## src/rtl/rr_grant_decoder4_if.sv

```systemverilog
// rr_grant_decoder4_if: request/grant bundle between requesters and the round-robin arbiter
interface rr_grant_decoder4_if;
  logic       enable;
  logic [3:0] req;
  logic [3:0] gnt;
  logic [1:0] gnt_idx;
  logic       gnt_valid;
  logic       busy;
  modport master (output enable, req, input gnt, gnt_idx, gnt_valid, busy);
  modport slave (input enable, req, output gnt, gnt_idx, gnt_valid, busy);
endinterface

```

## src/rtl/rr_grant_decoder4.sv

```systemverilog
// rr_grant_decoder4: 4-way round-robin arbiter with registered one-hot grant and bounded tenure
module rr_grant_decoder4 #(
  parameter int MAX_HOLD = 8,
  parameter int CNT_W    = 8
) (
  input logic              clk,
  input logic              rst,
  rr_grant_decoder4_if.slave bus
);
  typedef enum logic {IDLE, GRANT} state_t;
  localparam logic [CNT_W-1:0] LAST = CNT_W'(MAX_HOLD - 1);
  state_t           state_q, state_d;
  logic [1:0]       ptr_q, ptr_d, idx_q, idx_d, win;
  logic [CNT_W-1:0] hold_q, hold_d;
  logic [3:0]       gnt_q, gnt_d;
  logic             found, rel;
  // scan from the farthest offset down so the offset nearest ptr wins
  always_comb begin
    win = ptr_q;
    found = 1'b0;
    for (int k = 3; k >= 0; k--)
      if (bus.req[ptr_q + 2'(k)]) begin
        win = ptr_q + 2'(k);
        found = 1'b1;
      end
  end
  assign rel = !bus.enable || !bus.req[idx_q] || (MAX_HOLD != 0 && hold_q == LAST);
  always_comb begin
    state_d = state_q;
    ptr_d = ptr_q;
    idx_d = idx_q;
    hold_d = '0;
    if (state_q == IDLE) begin
      if (bus.enable && found) begin
        state_d = GRANT;
        idx_d = win;
      end
    end else if (rel) begin
      state_d = IDLE;
      ptr_d = idx_q + 2'd1;
    end else
      hold_d = (MAX_HOLD == 0) ? hold_q : hold_q + CNT_W'(1);
    gnt_d = (state_d == GRANT) ? 4'b0001 << idx_d : 4'b0000;
  end
  always_ff @(posedge clk) begin
    if (rst) begin
      state_q <= IDLE;
      ptr_q <= '0;
      idx_q <= '0;
      hold_q <= '0;
      gnt_q <= '0;
    end else begin
      state_q <= state_d;
      ptr_q <= ptr_d;
      idx_q <= idx_d;
      hold_q <= hold_d;
      gnt_q <= gnt_d;
    end
  end
  assign bus.gnt = gnt_q;
  assign bus.gnt_idx = idx_q;
  assign bus.gnt_valid = state_q == GRANT;
  assign bus.busy = state_q == GRANT;
endmodule

```

## src/flat_wrapper.sv

```systemverilog
// flat-port wrapper written by rule: the top's interface ports become plain ports
module rr_grant_decoder4_flat 
#(
  parameter int MAX_HOLD = 8,
  parameter int CNT_W    = 8
)
  (clk, rst, bus_enable, bus_req, bus_gnt, bus_gnt_idx, bus_gnt_valid, bus_busy);
  rr_grant_decoder4_if bus_i ();
  input logic clk;
  input logic rst;
  input wire logic [$bits(bus_i.enable)-1:0] bus_enable;
  input wire logic [$bits(bus_i.req)-1:0] bus_req;
  output wire logic [$bits(bus_i.gnt)-1:0] bus_gnt;
  output wire logic [$bits(bus_i.gnt_idx)-1:0] bus_gnt_idx;
  output wire logic [$bits(bus_i.gnt_valid)-1:0] bus_gnt_valid;
  output wire logic [$bits(bus_i.busy)-1:0] bus_busy;
  assign bus_i.enable = bus_enable;
  assign bus_i.req = bus_req;
  assign bus_gnt = bus_i.gnt;
  assign bus_gnt_idx = bus_i.gnt_idx;
  assign bus_gnt_valid = bus_i.gnt_valid;
  assign bus_busy = bus_i.busy;
  rr_grant_decoder4 #(.MAX_HOLD(MAX_HOLD), .CNT_W(CNT_W)) u_core (.clk(clk), .rst(rst), .bus(bus_i));
endmodule
```

## config.mk

```make
export PLATFORM = sky130hd
export DESIGN_NAME = rr_grant_decoder4_flat
export DESIGN_NICKNAME = d
export VERILOG_FILES = /design/src/rtl/rr_grant_decoder4_if.sv /design/src/rtl/rr_grant_decoder4.sv /design/src/flat_wrapper.sv
export SDC_FILE = /design/constraint.sdc
export NUM_CORES = 1
export LEC_CHECK = 0
export ABC_AREA = 1
export CELL_PAD_IN_SITES_DETAIL_PLACEMENT = 0
export CELL_PAD_IN_SITES_GLOBAL_PLACEMENT = 2
export CORE_MARGIN = 2
export CORE_UTILIZATION = 31
export DETAILED_ROUTE_END_ITERATION = 8
export PLACE_DENSITY_LB_ADDON = 0.1
export SYNTH_ARGS = -nofsm -noshare
export SYNTH_HDL_FRONTEND = slang
export SYNTH_SLANG_ARGS = --single-unit
export TNS_END_PERCENT = 30
```

## constraint.sdc

```tcl
create_clock -name clk -period 2.9 [get_ports clk]
set_clock_uncertainty 0.15 [all_clocks]
set_input_delay 0.725 -clock clk [delete_from_list [all_inputs] [get_ports clk]]
set_output_delay 0.725 -clock clk [all_outputs]
set_load 0.02 [all_outputs]
```

## Yosys cells after proc, flatten, opt, wreduce, memory -nomap -nowiden

Index checks and enable logic that the tools add are counted.

- Reduce and logical (&&, ||, !) cells: 8
- Equal/unequal tests: 1
- Order comparisons: 5
- Bitwise logic cells: 2
- Multipliers: 0
- Muxes and demuxes: 23
- Add/subtract/negate cells: 5
- Shift operators: 1
- Divide/modulo/power cells: 0

Operator list:

| kind | count |
|---|---|
| less-than comparator 2 x 3 -> 1 bit (second input constant) | 5 |
| 2-to-1 mux 1 bit | 12 |
| 2-to-1 mux 2 bit | 6 |
| binary-select mux 1 bit (select 2 bit) | 5 |
| adder 8 x 1 -> 8 bit (second input constant) | 1 |
| equality test 8 x 3 -> 1 bit (second input constant) | 1 |
| adder 2 x 1 -> 2 bit (second input constant) | 2 |
| adder 2 bit (second input constant) | 2 |
| left shift 1 x 2 -> 4 bit (first input constant) | 1 |
| OR reduction 3 bit | 1 |
| zero test 1 bit | 2 |
| logical OR 1 bit | 2 |
| inverter 1 bit | 2 |
| AND reduction 2 bit | 1 |
| OR reduction 2 bit | 1 |
| logical AND 1 bit | 1 |

- Register bits after elaboration: 17
- Word-level logic and storage cells: 50
- Output and inout bits: 8
- Bits in latches: 0
- Memory bits (read-only): 0
- Memory bits (writable): 0
- Memories: 0

## Logic depth before layout (Yosys ltp)

- Depth in word-level cells: 12
- Mapped depth: 13

## Least setup slack after synthesis

Ideal clock, no wire load.

- Path kind: input-to-reg
- Start point: input port bus_req[1]
- End point: register u_core.gnt_q[0], in the netlist u_core.bus.gnt[0]
- Buffers on the path: 0
- Setup slack: 1124 ps
- Setup time: 62 ps
- Stages on the path: 8
- Data required time: 2688 ps
- Arrival: 1564 ps
- Cell sequence: inv_1 -> a21oi_1 -> o21ai_0 -> o21ai_1 -> nand4_2 -> nand2_2 -> nand3_1 -> nor2_2

- Cells in the longest elaborated chain, start to end: 11
- Elaborated cells on any way between the ends: 30

Ends and longest elaborated chain:

| element | line | text |
|---|---|---|
| start, declared | flat_wrapper.sv:12 | `input wire logic [$bits(bus_i.req)-1:0] bus_req;` |
| binary-select mux 1 bit (select 2 bit) | rr_grant_decoder4.sv:22 | `if (bus.req[ptr_q + 2'(k)]) begin` |
| 2-to-1 mux 1 bit (implied by the code) | rr_grant_decoder4.sv:22 |  |
| 2-to-1 mux 1 bit (4 in series) | rr_grant_decoder4.sv:22 |  |
| logical AND 1 bit | rr_grant_decoder4.sv:34 | `if (bus.enable && found) begin` |
| 2-to-1 mux 1 bit | rr_grant_decoder4.sv:34 |  |
| 2-to-1 mux 1 bit | rr_grant_decoder4.sv:33 | `if (state_q == IDLE) begin` |
| inverter 1 bit (no line) | - |  |
| OR reduction 2 bit (no line) | - |  |
| end signal, assigned | rr_grant_decoder4.sv:57 | `gnt_q <= gnt_d;` |
| end, declared | rr_grant_decoder4.sv:15 | `logic [3:0] gnt_q, gnt_d;` |

Parallel ways exist; a longest one is shown, timed or not. The select of a mux whose other input is x is not followed.
A chain may end at the register's enable or synchronous reset.

## Worst setup path after layout

- Start point: register u_core.idx_q[0], in the netlist u_core.bus.gnt_idx[0]
- End point: output port bus_gnt_idx[0]

RTL lines:

| element | line | text |
|---|---|---|
| start, declared | rr_grant_decoder4.sv:13 | `logic [1:0] ptr_q, ptr_d, idx_q, idx_d, win;` |
| start signal, assigned | rr_grant_decoder4.sv:55 | `idx_q <= idx_d;` |
| end, declared | flat_wrapper.sv:14 | `output wire logic [$bits(bus_i.gnt_idx)-1:0] bus_gnt_idx;` |

No word-level cell between the ends.

==> reports/results.ini <==
[setup_path]
path_cells = clkdlybuf4s50_1
r2r_cells = 13
arrival_ns = 1.39
critPathTopFamily = buffers and inverters
reg2reg_from = u_core.ptr_q[0]
startpoint = u_core.bus.gnt_idx[0]
crit_buf_inv = 1
crit_slowest_cell = clkdlybuf4s50_1
critPathRequiredTime_ns = 2.03
critPathKind = flip-flop to primary output
critPathMaxFanout = 7
end_kind = primary output
max_stage_delay_ns = 0.65
startpoint_type = flip-flop
cp.depth = 1

[clock_network]
clock_sinks = 17
clockRootBuffer = clkbuf_4
cts_resized = 0
cts_tree = yes
cts_buffers = 3
cts.clk_slew.worst_paths_ns = 0.10
cts_max_path_buffers = 2
ctsHoldBuffers = 0
worstSkewPairLatency_ns = 0.29
h-tree-depth = 1
post-cts-setup-buffers = 0

[job]
cap_violations = 0

[floorplan]
start_util_pct = 31.85
core_um2 = 2978
die_h_um = 59.31
dieArea_um2 = 3518
die_x_um = 59.31
rows = 20
ioPinCount = 15

[outcome]
status = finished, final reports clean

[synth]
synth_cell_types = 26
yosys_warnings = 0
syn_nets = 144
synth_seq_cells = 17
avgSynthCellArea_um2 = 6.974
synth_cells = 136
mappedNetlistArea_um2 = 948.4
ys_seq_area_share_pct = 35.88

[timing]
max_freq_ghz = 0.4423
slew_headroom_pct = 69.52
report.final.slew_viol_count = 0
tightest_slew_ns = 0.4566
setup_tns_ns = 0
hold_ws_ns = 0.3125
setup_viol = 0
period_share_pct = 77.95
hold_violations = 0
rsz0062_at_grt = false
min_period_ns = 2.261

[global_routing]
use_met1_pct = 18.69
grt_max_degree = 14
grt_overflow = 0
use_met2_pct = 16.48
use_met3_pct = 3.930
grt_pass1_wl_mm = 3.325
grt_use_total_pct = 12.42
antenna_found_initial = 0
grt_busiest_layer = met1
grt_pass1_vias = 751

[drt]
drt_pre_antenna_iters = 4
vias = 871
drt-initial-drc-count = 30
ant_nets = 0
wl_mm = 1.952
drcViolationCount = 0
routedWlPerCell_um = 10.55
via_per_inst = 4.708

[pwr]
power_density_nw_per_um2 = 501.0
p_leak_uw = 0.0004954
peakVddDrop_v = 0.0002355
power_uw = 569.8

[min_path]
min_from = u_core.hold_q[0]
hold_depth = 1
worstHoldPathType = flip-flop to flip-flop

[layout]
layout.nets = 161
diodes = 0
area_delta_synth_final_pct = 19.92
final_common_cell = nand2_1
drive_above_1_share_pct = 17.11
fin_cells = 185
final_cell_mix = nand2_1 (37), dfxtp_1 (17), nor2_1 (14), clkdlybuf4s50_1 (14), inv_1 (10)
fill_cells = 335

[placement]
gp_congestion = 0.7202
hpwl_mm = 1.601
numPlacedInstances = 181
portBuffers = 14

## area by class of cell
class	count	area [µm²]	share of cell area, %
repair buffers	14	140.1	12.32
flip-flops and latches	17	340.3	29.92
clock buffers	4	26.28	2.310
inverters	16	60.06	5.281
multi-input cells	101	529.3	46.53
well taps	33	41.29	3.630
## through the flow
stage               instance area, µm²  setup WS [ns]  util [%]
CTS                               1137         0.6208     38.19
global placement                  1111         0.4386     37.31
floorplan                        948.4          1.124         -
finish                            1137         0.6393     38.19
global route                      1137         0.5170     38.19
detailed placement                1111         0.4018     37.31
## per-layer routing
| metal | vias to the layer above | wire length, µm |
|---|---|---|
| li1 | 467 | - |
| met1 | 390 | 1034 |
| met2 | 12 | 841 |
| met3 | 2 | 56 |
| met4 | 0 | 19 |
| met5 | - | 0 |
## synth_stat cells (all sizes together)
master | count | area [µm²]
a21boi | 1 | 7.510
a21oi | 7 | 35.03
buf | 2 | 18.77
dfxtp | 17 | 340.3
ha | 1 | 12.51
inv | 16 | 60.06
nand2 | 46 | 200.2
nand3 | 10 | 72.57
nand4 | 4 | 31.28
nor2 | 16 | 65.06
nor3 | 2 | 10.01
nor3b | 2 | 15.01
o21ai | 7 | 38.78
or2 | 1 | 6.260
xnor2 | 2 | 17.52
xor2 | 2 | 17.52
## power breakdown
part | total, µW | internal (µW) | switching [µW]
logic | 181 | 71.6 | 110
clock network | 124 | 53.4 | 70.5
registers | 265 | 246 | 18.5
## registers in the layout, summed over array words and instances (netlist names)
name / cells
u_core.bus.gnt: 4
u_core.bus.busy: 1
u_core.hold_q: 8
u_core.ptr_q: 2
u_core.bus.gnt_idx: 2
## worst paths after layout
check | to | slack (ns)
min | u_core.hold_q[0] | 0.31
min reg2reg | u_core.hold_q[0] | 0.31
max | bus_gnt_idx[0] | 0.64
max reg2reg | u_core.bus.gnt[0] | 0.97
## cell families after synthesis
family,Yosys count,share of synthesized area (%)
fa+ha+maj,1,1.319
buf+inv,18,8.312
compound gates,15,8.574
simple gates,81,42.22
xor+xnor,4,3.695
flops,17,35.88
Note: power is estimated with default switching activity, not from simulation.
